--- src/rtl/mem_bus_pkg.sv ---
// -----------------------------------------------------------------------------
// mem_bus_pkg
// Shared definitions for the memory-bus arbiter slice: default widths, the
// first read-only (ROM) address and the arbiter FSM state type.
// -----------------------------------------------------------------------------
package mem_bus_pkg;

  localparam int ADDR_W_DEF   = 16;
  localparam int DATA_W_DEF   = 8;
  localparam int ROM_BASE_DEF = 256;
  localparam int ERR_CNT_W    = 8;

  typedef enum logic [1:0] {
    IDLE  = 2'd0,
    ISSUE = 2'd1,
    WAIT  = 2'd2,
    RESP  = 2'd3
  } arb_state_t;

endpackage

--- src/rtl/rr_arbiter.sv ---
// -----------------------------------------------------------------------------
// rr_arbiter
// Purely combinational round-robin picker. The request vector is rotated so
// that index ptr+1 lands at position 0. The lowest set bit is then chosen, and
// its position is mapped back to the original index.
//
// Ports:
//   req     in  N         request vector
//   ptr     in  clog2(N)  index of the last winner; search starts at ptr+1
//   gnt     out N         one-hot grant (all zero when no request)
//   gnt_idx out clog2(N)  binary index of the winner (0 when no request)
// -----------------------------------------------------------------------------
module rr_arbiter #(
  parameter int N = 2
) (
  input  logic [N-1:0]         req,
  input  logic [$clog2(N)-1:0] ptr,
  output logic [N-1:0]         gnt,
  output logic [$clog2(N)-1:0] gnt_idx
);

  localparam int IDX_W = $clog2(N);

  logic found;

  always_comb begin
    int src;
    gnt     = '0;
    gnt_idx = '0;
    found   = 1'b0;
    for (int k = 0; k < N; k++) begin
      // Rotated position k corresponds to original index (ptr + 1 + k) mod N.
      // Two subtractions cover ptr values that do not fit a non-power-of-2 N.
      src = int'(ptr) + 1 + k;
      if (src >= N) src = src - N;
      if (src >= N) src = src - N;
      if (!found && req[src]) begin
        found    = 1'b1;
        gnt[src] = 1'b1;
        gnt_idx  = IDX_W'(src);
      end
    end
  end

endmodule

--- src/rtl/mem_bus_arbiter.sv ---
// -----------------------------------------------------------------------------
// mem_bus_arbiter
// Shares one memory port between NUM_REQ requesters. Grants are issued
// round-robin, and only one transaction is in flight at a time.
// Read:  accept -> ISSUE (mem_read) -> WAIT -> RESP (rsp_valid, rsp_rdata).
// Write: accept -> ISSUE (mem_write) -> IDLE.
//
// Optional feature, macro MEM_ARB_ROM_GUARD_EN:
//   A write whose address is >= ROM_BASE still passes through ISSUE, but
//   mem_write is suppressed. rom_wr_err pulses for that cycle, and
//   rom_wr_err_cnt counts the event, saturating at 255.
//
// Ports:
//   clk, reset           clock, synchronous active-high reset
//   req_valid/req_write  per-requester valid and write flag
//   req_addr/req_wdata   packed per-requester address and write data
//   req_ready            one-hot accept (combinational, IDLE only)
//   rsp_valid            one-hot read-data-valid pulse
//   rsp_rdata            read data, shared by all requesters
//   mem_address/mem_wdata/mem_read/mem_write/mem_rdata  memory side
//   busy                 FSM not in IDLE
//   rom_wr_err, rom_wr_err_cnt  (MEM_ARB_ROM_GUARD_EN only)
// -----------------------------------------------------------------------------
module mem_bus_arbiter
  import mem_bus_pkg::*;
#(
  parameter int NUM_REQ  = 2,
  parameter int ADDR_W   = ADDR_W_DEF,
  parameter int DATA_W   = DATA_W_DEF,
  parameter int ROM_BASE = ROM_BASE_DEF
) (
  input  logic                      clk,
  input  logic                      reset,
  input  logic [NUM_REQ-1:0]        req_valid,
  input  logic [NUM_REQ-1:0]        req_write,
  input  logic [NUM_REQ*ADDR_W-1:0] req_addr,
  input  logic [NUM_REQ*DATA_W-1:0] req_wdata,
  output logic [NUM_REQ-1:0]        req_ready,
  output logic [NUM_REQ-1:0]        rsp_valid,
  output logic [DATA_W-1:0]         rsp_rdata,
  output logic [ADDR_W-1:0]         mem_address,
  output logic [DATA_W-1:0]         mem_wdata,
  output logic                      mem_read,
  output logic                      mem_write,
  input  logic [DATA_W-1:0]         mem_rdata,
  output logic                      busy
`ifdef MEM_ARB_ROM_GUARD_EN
  ,
  output logic                      rom_wr_err,
  output logic [ERR_CNT_W-1:0]      rom_wr_err_cnt
`endif
);

  localparam int IDX_W = $clog2(NUM_REQ);

  if (NUM_REQ < 2 || NUM_REQ > 8) begin : g_bad_num_req
    $error("mem_bus_arbiter: NUM_REQ must be in 2..8");
  end
  if (ROM_BASE < 0 || 64'(ROM_BASE) > (64'd1 << ADDR_W)) begin : g_bad_rom_base
    $error("mem_bus_arbiter: ROM_BASE outside the address space");
  end

  arb_state_t         state, state_next;
  logic [IDX_W-1:0]   rr_ptr;
  logic [IDX_W-1:0]   gnt_idx;
  logic [NUM_REQ-1:0] gnt;
  logic               accept;

  logic [IDX_W-1:0]   cap_idx;
  logic               cap_write;
  logic [ADDR_W-1:0]  cap_addr;
  logic [DATA_W-1:0]  cap_wdata;

  rr_arbiter #(.N(NUM_REQ)) u_rr_arbiter (
    .req     (req_valid),
    .ptr     (rr_ptr),
    .gnt     (gnt),
    .gnt_idx (gnt_idx)
  );

  // gnt is already a subset of req_valid, so no extra masking is needed.
  assign req_ready = (state == IDLE && !reset) ? gnt : '0;
  assign accept    = |req_ready;

  // The captured registers drive the memory port directly. They change only on
  // accept, so the address and data hold their last value outside ISSUE.
  assign mem_address = cap_addr;
  assign mem_wdata   = cap_wdata;
  assign busy        = (state != IDLE);

`ifdef MEM_ARB_ROM_GUARD_EN
  logic rom_hit;
  assign rom_hit = (cap_addr >= ADDR_W'(ROM_BASE));
`endif

  // NOTE: sequential state uses <= so every flop samples pre-edge values.
  always_ff @(posedge clk) begin
    if (reset) state <= IDLE;
    else       state <= state_next;
  end

  always_comb begin
    // NOTE: every output gets a default first so no path leaves it unassigned (no latch).
    state_next = state;
    mem_read   = 1'b0;
    mem_write  = 1'b0;
    rsp_valid  = '0;
`ifdef MEM_ARB_ROM_GUARD_EN
    rom_wr_err = 1'b0;
`endif
    case (state)
      IDLE: begin
        if (accept) state_next = ISSUE;
      end
      ISSUE: begin
        if (cap_write) begin
`ifdef MEM_ARB_ROM_GUARD_EN
          mem_write  = !rom_hit;
          rom_wr_err = rom_hit;
`else
          mem_write  = 1'b1;
`endif
          state_next = IDLE;
        end else begin
          mem_read   = 1'b1;
          state_next = WAIT;
        end
      end
      WAIT: begin
        state_next = RESP;
      end
      RESP: begin
        rsp_valid  = {{(NUM_REQ-1){1'b0}}, 1'b1} << cap_idx;
        state_next = IDLE;
      end
      default: state_next = IDLE;
    endcase
  end

  // Capture the winning request at accept and advance the round-robin pointer.
  always_ff @(posedge clk) begin
    if (reset) begin
      // NOTE: the capture registers are reset too, because they drive mem_address/mem_wdata directly.
      rr_ptr    <= IDX_W'(NUM_REQ - 1);
      cap_idx   <= '0;
      cap_write <= 1'b0;
      cap_addr  <= '0;
      cap_wdata <= '0;
    end else if (accept) begin
      rr_ptr    <= gnt_idx;
      cap_idx   <= gnt_idx;
      cap_write <= req_write[gnt_idx];
      cap_addr  <= req_addr[gnt_idx*ADDR_W +: ADDR_W];
      cap_wdata <= req_wdata[gnt_idx*DATA_W +: DATA_W];
    end
  end

  // The memory registers data_out at the ISSUE edge, so it is valid during WAIT.
  always_ff @(posedge clk) begin
    if (reset)              rsp_rdata <= '0;
    else if (state == WAIT) rsp_rdata <= mem_rdata;
  end

`ifdef MEM_ARB_ROM_GUARD_EN
  always_ff @(posedge clk) begin
    if (reset)
      rom_wr_err_cnt <= '0;
    else if (rom_wr_err && rom_wr_err_cnt != {ERR_CNT_W{1'b1}})
      rom_wr_err_cnt <= rom_wr_err_cnt + 1'b1;
  end
`endif

endmodule

--- config.mk ---
export PLATFORM = sky130hd
export DESIGN_NAME = mem_bus_arbiter
export DESIGN_NICKNAME = d
export VERILOG_FILES = /design/src/rtl/mem_bus_pkg.sv /design/src/rtl/rr_arbiter.sv /design/src/rtl/mem_bus_arbiter.sv
export SDC_FILE = /design/constraint.sdc
export NUM_CORES = 1
export LEC_CHECK = 0
export ABC_AREA = 1
export CELL_PAD_IN_SITES_DETAIL_PLACEMENT = 2
export CELL_PAD_IN_SITES_GLOBAL_PLACEMENT = 2
export CORE_AREA = 2 2 106 108
export DETAILED_ROUTE_END_ITERATION = 6
export DIE_AREA = 0 0 108 110
export GPL_TIMING_DRIVEN = 1
export HOLD_SLACK_MARGIN = 0.12
export PLACE_DENSITY = 0.86
export SLEW_MARGIN = 0
export SYNTH_ARGS = -nofsm -noshare
export SYNTH_HDL_FRONTEND = slang
export SYNTH_SLANG_ARGS = --single-unit
--- constraint.sdc ---
create_clock -name clk -period 1.4 [get_ports clk]
set_input_delay 0.28 -clock clk [delete_from_list [all_inputs] [get_ports clk]]
set_output_delay 0.28 -clock clk [all_outputs]
set_load 0.03 [all_outputs]
==> flow_summary.ini <==
[detailed_routing]
initialDrtViolationCount = 81
wirelength_um = 8310
drcViolationCount = 0
routed_via_density = 4.25
wl_per_cell_um = 14.7
vias = 2397
drtAntennaViolNets = 0
firstDrtPassIters = 4

[setup_path]
path_class = flop to output pin
worstPathMaxFanout = 3
reg2reg_depth = 7
endpoint_kind = output pin
worstPathArrival_ns = 1.19
timing.reg2reg.setup_slack_ns = 0.09
timing.rr.start = rr_ptr$_SDFFE_PP1P_
start_kind = flop
worstPathRequired_ns = 1.12
reg2reg_to = mem_address[5]$_SDFFE_PP0P_

[die]
die_w_um = 108
die_area_mm2 = 0.0119
num_rows = 38
fp.dieH_um = 110
coreArea_mm2 = 0.0107
io-pin-count = 101
start_util = 0.185

[hold_path]
hp-start = rsp_rdata[4]$_SDFFE_PP0P_
hold_depth = 2
min_path_type = flop to flop
hold_end = rsp_rdata[4]$_SDFFE_PP0P_

[cts]
clkLatencyLatePin_ns = 0.30
clock_sinks = 37
cts_made_buffers = 5
clk_path_buf_depth = 2
root_buffer = clkbuf_8
cts_tree = yes
hold_buffers = 0
h-tree-depth = 2
clkTransAtPathRegs_ns = 0.07

[power_and_ir_drop]
leakage_nw = 1.73
p_sw_frac = 0.365
p_comb_frac = 0.393
internal-power_mw = 2.14
powerDensity_mw_per_mm2 = 990
p_clk_frac = 0.235
vdd_ir_drop_max_uv = 461
p_sw_mw = 1.23
p_seq_frac = 0.372

[final_layout]
drive_gt1_frac = 0.158
layout_common_cells = nand2_1 (81), nor2_1 (66), clkdlybuf4s50_1 (58)
stdcell_area_mm2 = 0.00340
register_area_um2 = 748
final_cells = 564
syn_to_final_growth_pct = 71.7
final_common_cell = nand2_1
multi_input_area_mm2 = 0.00104
diodes = 0
nFillCells = 1279
fin_nets = 486

[sta]
slew_headroom = 0.742
finalCritPeriodShare = 1.05
final_max_slew_viol_count = 0
rsz0062_at_grt = true
period_minus_slack_ns = 1.47
setup_ws_ns = -0.0670
finalHoldViolCount = 0
setup_tns_ns = -0.148
finClkSkew_ns = 0.00709
tightest_slew_ns = 0.386
whs_ns = 0.494
fmax_mhz = 682
setup_viol = 4

[synthesis]
synth_cells = 308
synth_cell_type_count = 22
syn_area_mm2 = 0.00198
seq_area_frac_synth = 0.374
synth_seq_cells = 37
syn_area_per_cell_um2 = 6.43
syn-num-nets = 370
yosys_warnings = 0

[run_status]
violations = setup timing
status = finished, violations left

[global_route]
grt_pass1_wl_um = 13300
overflow = 0
grt_pass1_vias = 2709
track_usage = 0.143
antenna_found_initial = 0
grt_max_degree = 38

[flow_run]
cap_violations = 0

[place]
dp.cells = 549
globalplace.congestion = 0.691
dp_hpwl_um = 6260
io_buffers = 100
placed_cell_area_mm2 = 0.00321
-- state kept, by name (all words and copies together) (netlist names), named ones only --
register	cells
mem_address	16
mem_wdata	8
rsp_rdata	8
cap_idx	1
cap_write	1
rr_ptr	1
state	1
-- what timing repair did --
item	4_1_cts	5_1_grt
setup buffers	7	1
pin swaps	6	2
endpoints found under the setup margin	61	35
resized for setup	51	9
gates cloned	0	0
-- cell families after synthesis --
kind of cell           after synthesis  synth area share
AOI/OAI and AO/OA                   13            0.0430
buffers and inverters               50             0.131
and+or+nand+nor                    208             0.452
DFF                                 37             0.374
-- power by group through the flow --
stage	logic (mW)	clock network [mW]	registers (mW)
floorplan	0.526	0	1.47
global placement	1.29	0	1.27
detailed placement	1.35	0	1.28
CTS	1.34	0.817	1.25
global route	1.45	0.864	1.27
finish	1.32	0.790	1.25
-- worst max-delay path: stages, from the launching register on --
cell	delay, ns
dfxtp_4	0.38
inv_2	0.06
a21oi_4	0.16
nand2_2	0.10
clkinvlp_4	0.08
buf_6	0.12
-- cell usage after synthesis --
library cell | n | area share
nor3_1 | 3 | 0.0076
buf_6 | 8 | 0.045
nand3_1 | 47 | 0.12
inv_2 | 2 | 0.0038
dfxtp_1 | 37 | 0.37
nor2_2 | 1 | 0.0032
a21oi_1 | 2 | 0.0051
o21bai_2 | 1 | 0.0057
buf_2 | 6 | 0.015
nand2_2 | 1 | 0.0032
nand2_4 | 1 | 0.0057
nor2_1 | 66 | 0.13
o21a_1 | 1 | 0.0038
a21oi_4 | 1 | 0.0082
and3_1 | 1 | 0.0032
nand3_2 | 6 | 0.030
clkbuf_1 | 1 | 0.0019
o21ai_0 | 8 | 0.020
buf_4 | 1 | 0.0038
inv_1 | 31 | 0.059
clkinv_1 | 1 | 0.0019
nand2_1 | 82 | 0.16
-- final cells by class --
| class | instances | area share |
|---|---|---|
| Multi-Input combinational cell | 221 | 0.306 |
| Inverter | 34 | 0.0405 |
| Timing Repair Buffer | 125 | 0.356 |
| Clock buffer | 7 | 0.0254 |
| Sequential cell | 37 | 0.220 |
| Tap cell | 140 | 0.0515 |
-- per-layer routing --
layer  part of all wire  global-route usage  vias to the layer above
met5                  0                   0                        -
met4             0.0073              0.0302                        0
met3              0.056              0.0412                        7
met2               0.52               0.283                       58
met1               0.41               0.148                     1149
li1                   -                   -                     1183
-- worst max-delay path by stage --
| stage | from | to |
|---|---|---|
| floorplan | flop | req_ready[0] |
| global placement | req_valid[0] | mem_address[7]$_SDFFE_PP0P_ |
| detailed placement | req_valid[1] | mem_address[13]$_SDFFE_PP0P_ |
| CTS | state[0]$_SDFFE_PP0P_ | req_ready[0] |
| global route | state[0]$_SDFFE_PP0P_ | req_ready[0] |
| finish | rr_ptr$_SDFFE_PP1P_ | req_ready[0] |
-- metrics by stage --
stage / utilization / power (mW) / setup slack (ns)
final: 0.318 / 3.37 / -0.0670
after global routing: 0.318 / 3.59 / -0.148
after CTS: 0.314 / 3.40 / -0.109
after detailed placement: 0.300 / 2.62 / -0.372
after global placement: 0.300 / 2.56 / -0.270
after floorplan: - / 2.00 / -0.0240
Note: power is estimated with default switching activity, not from simulation.
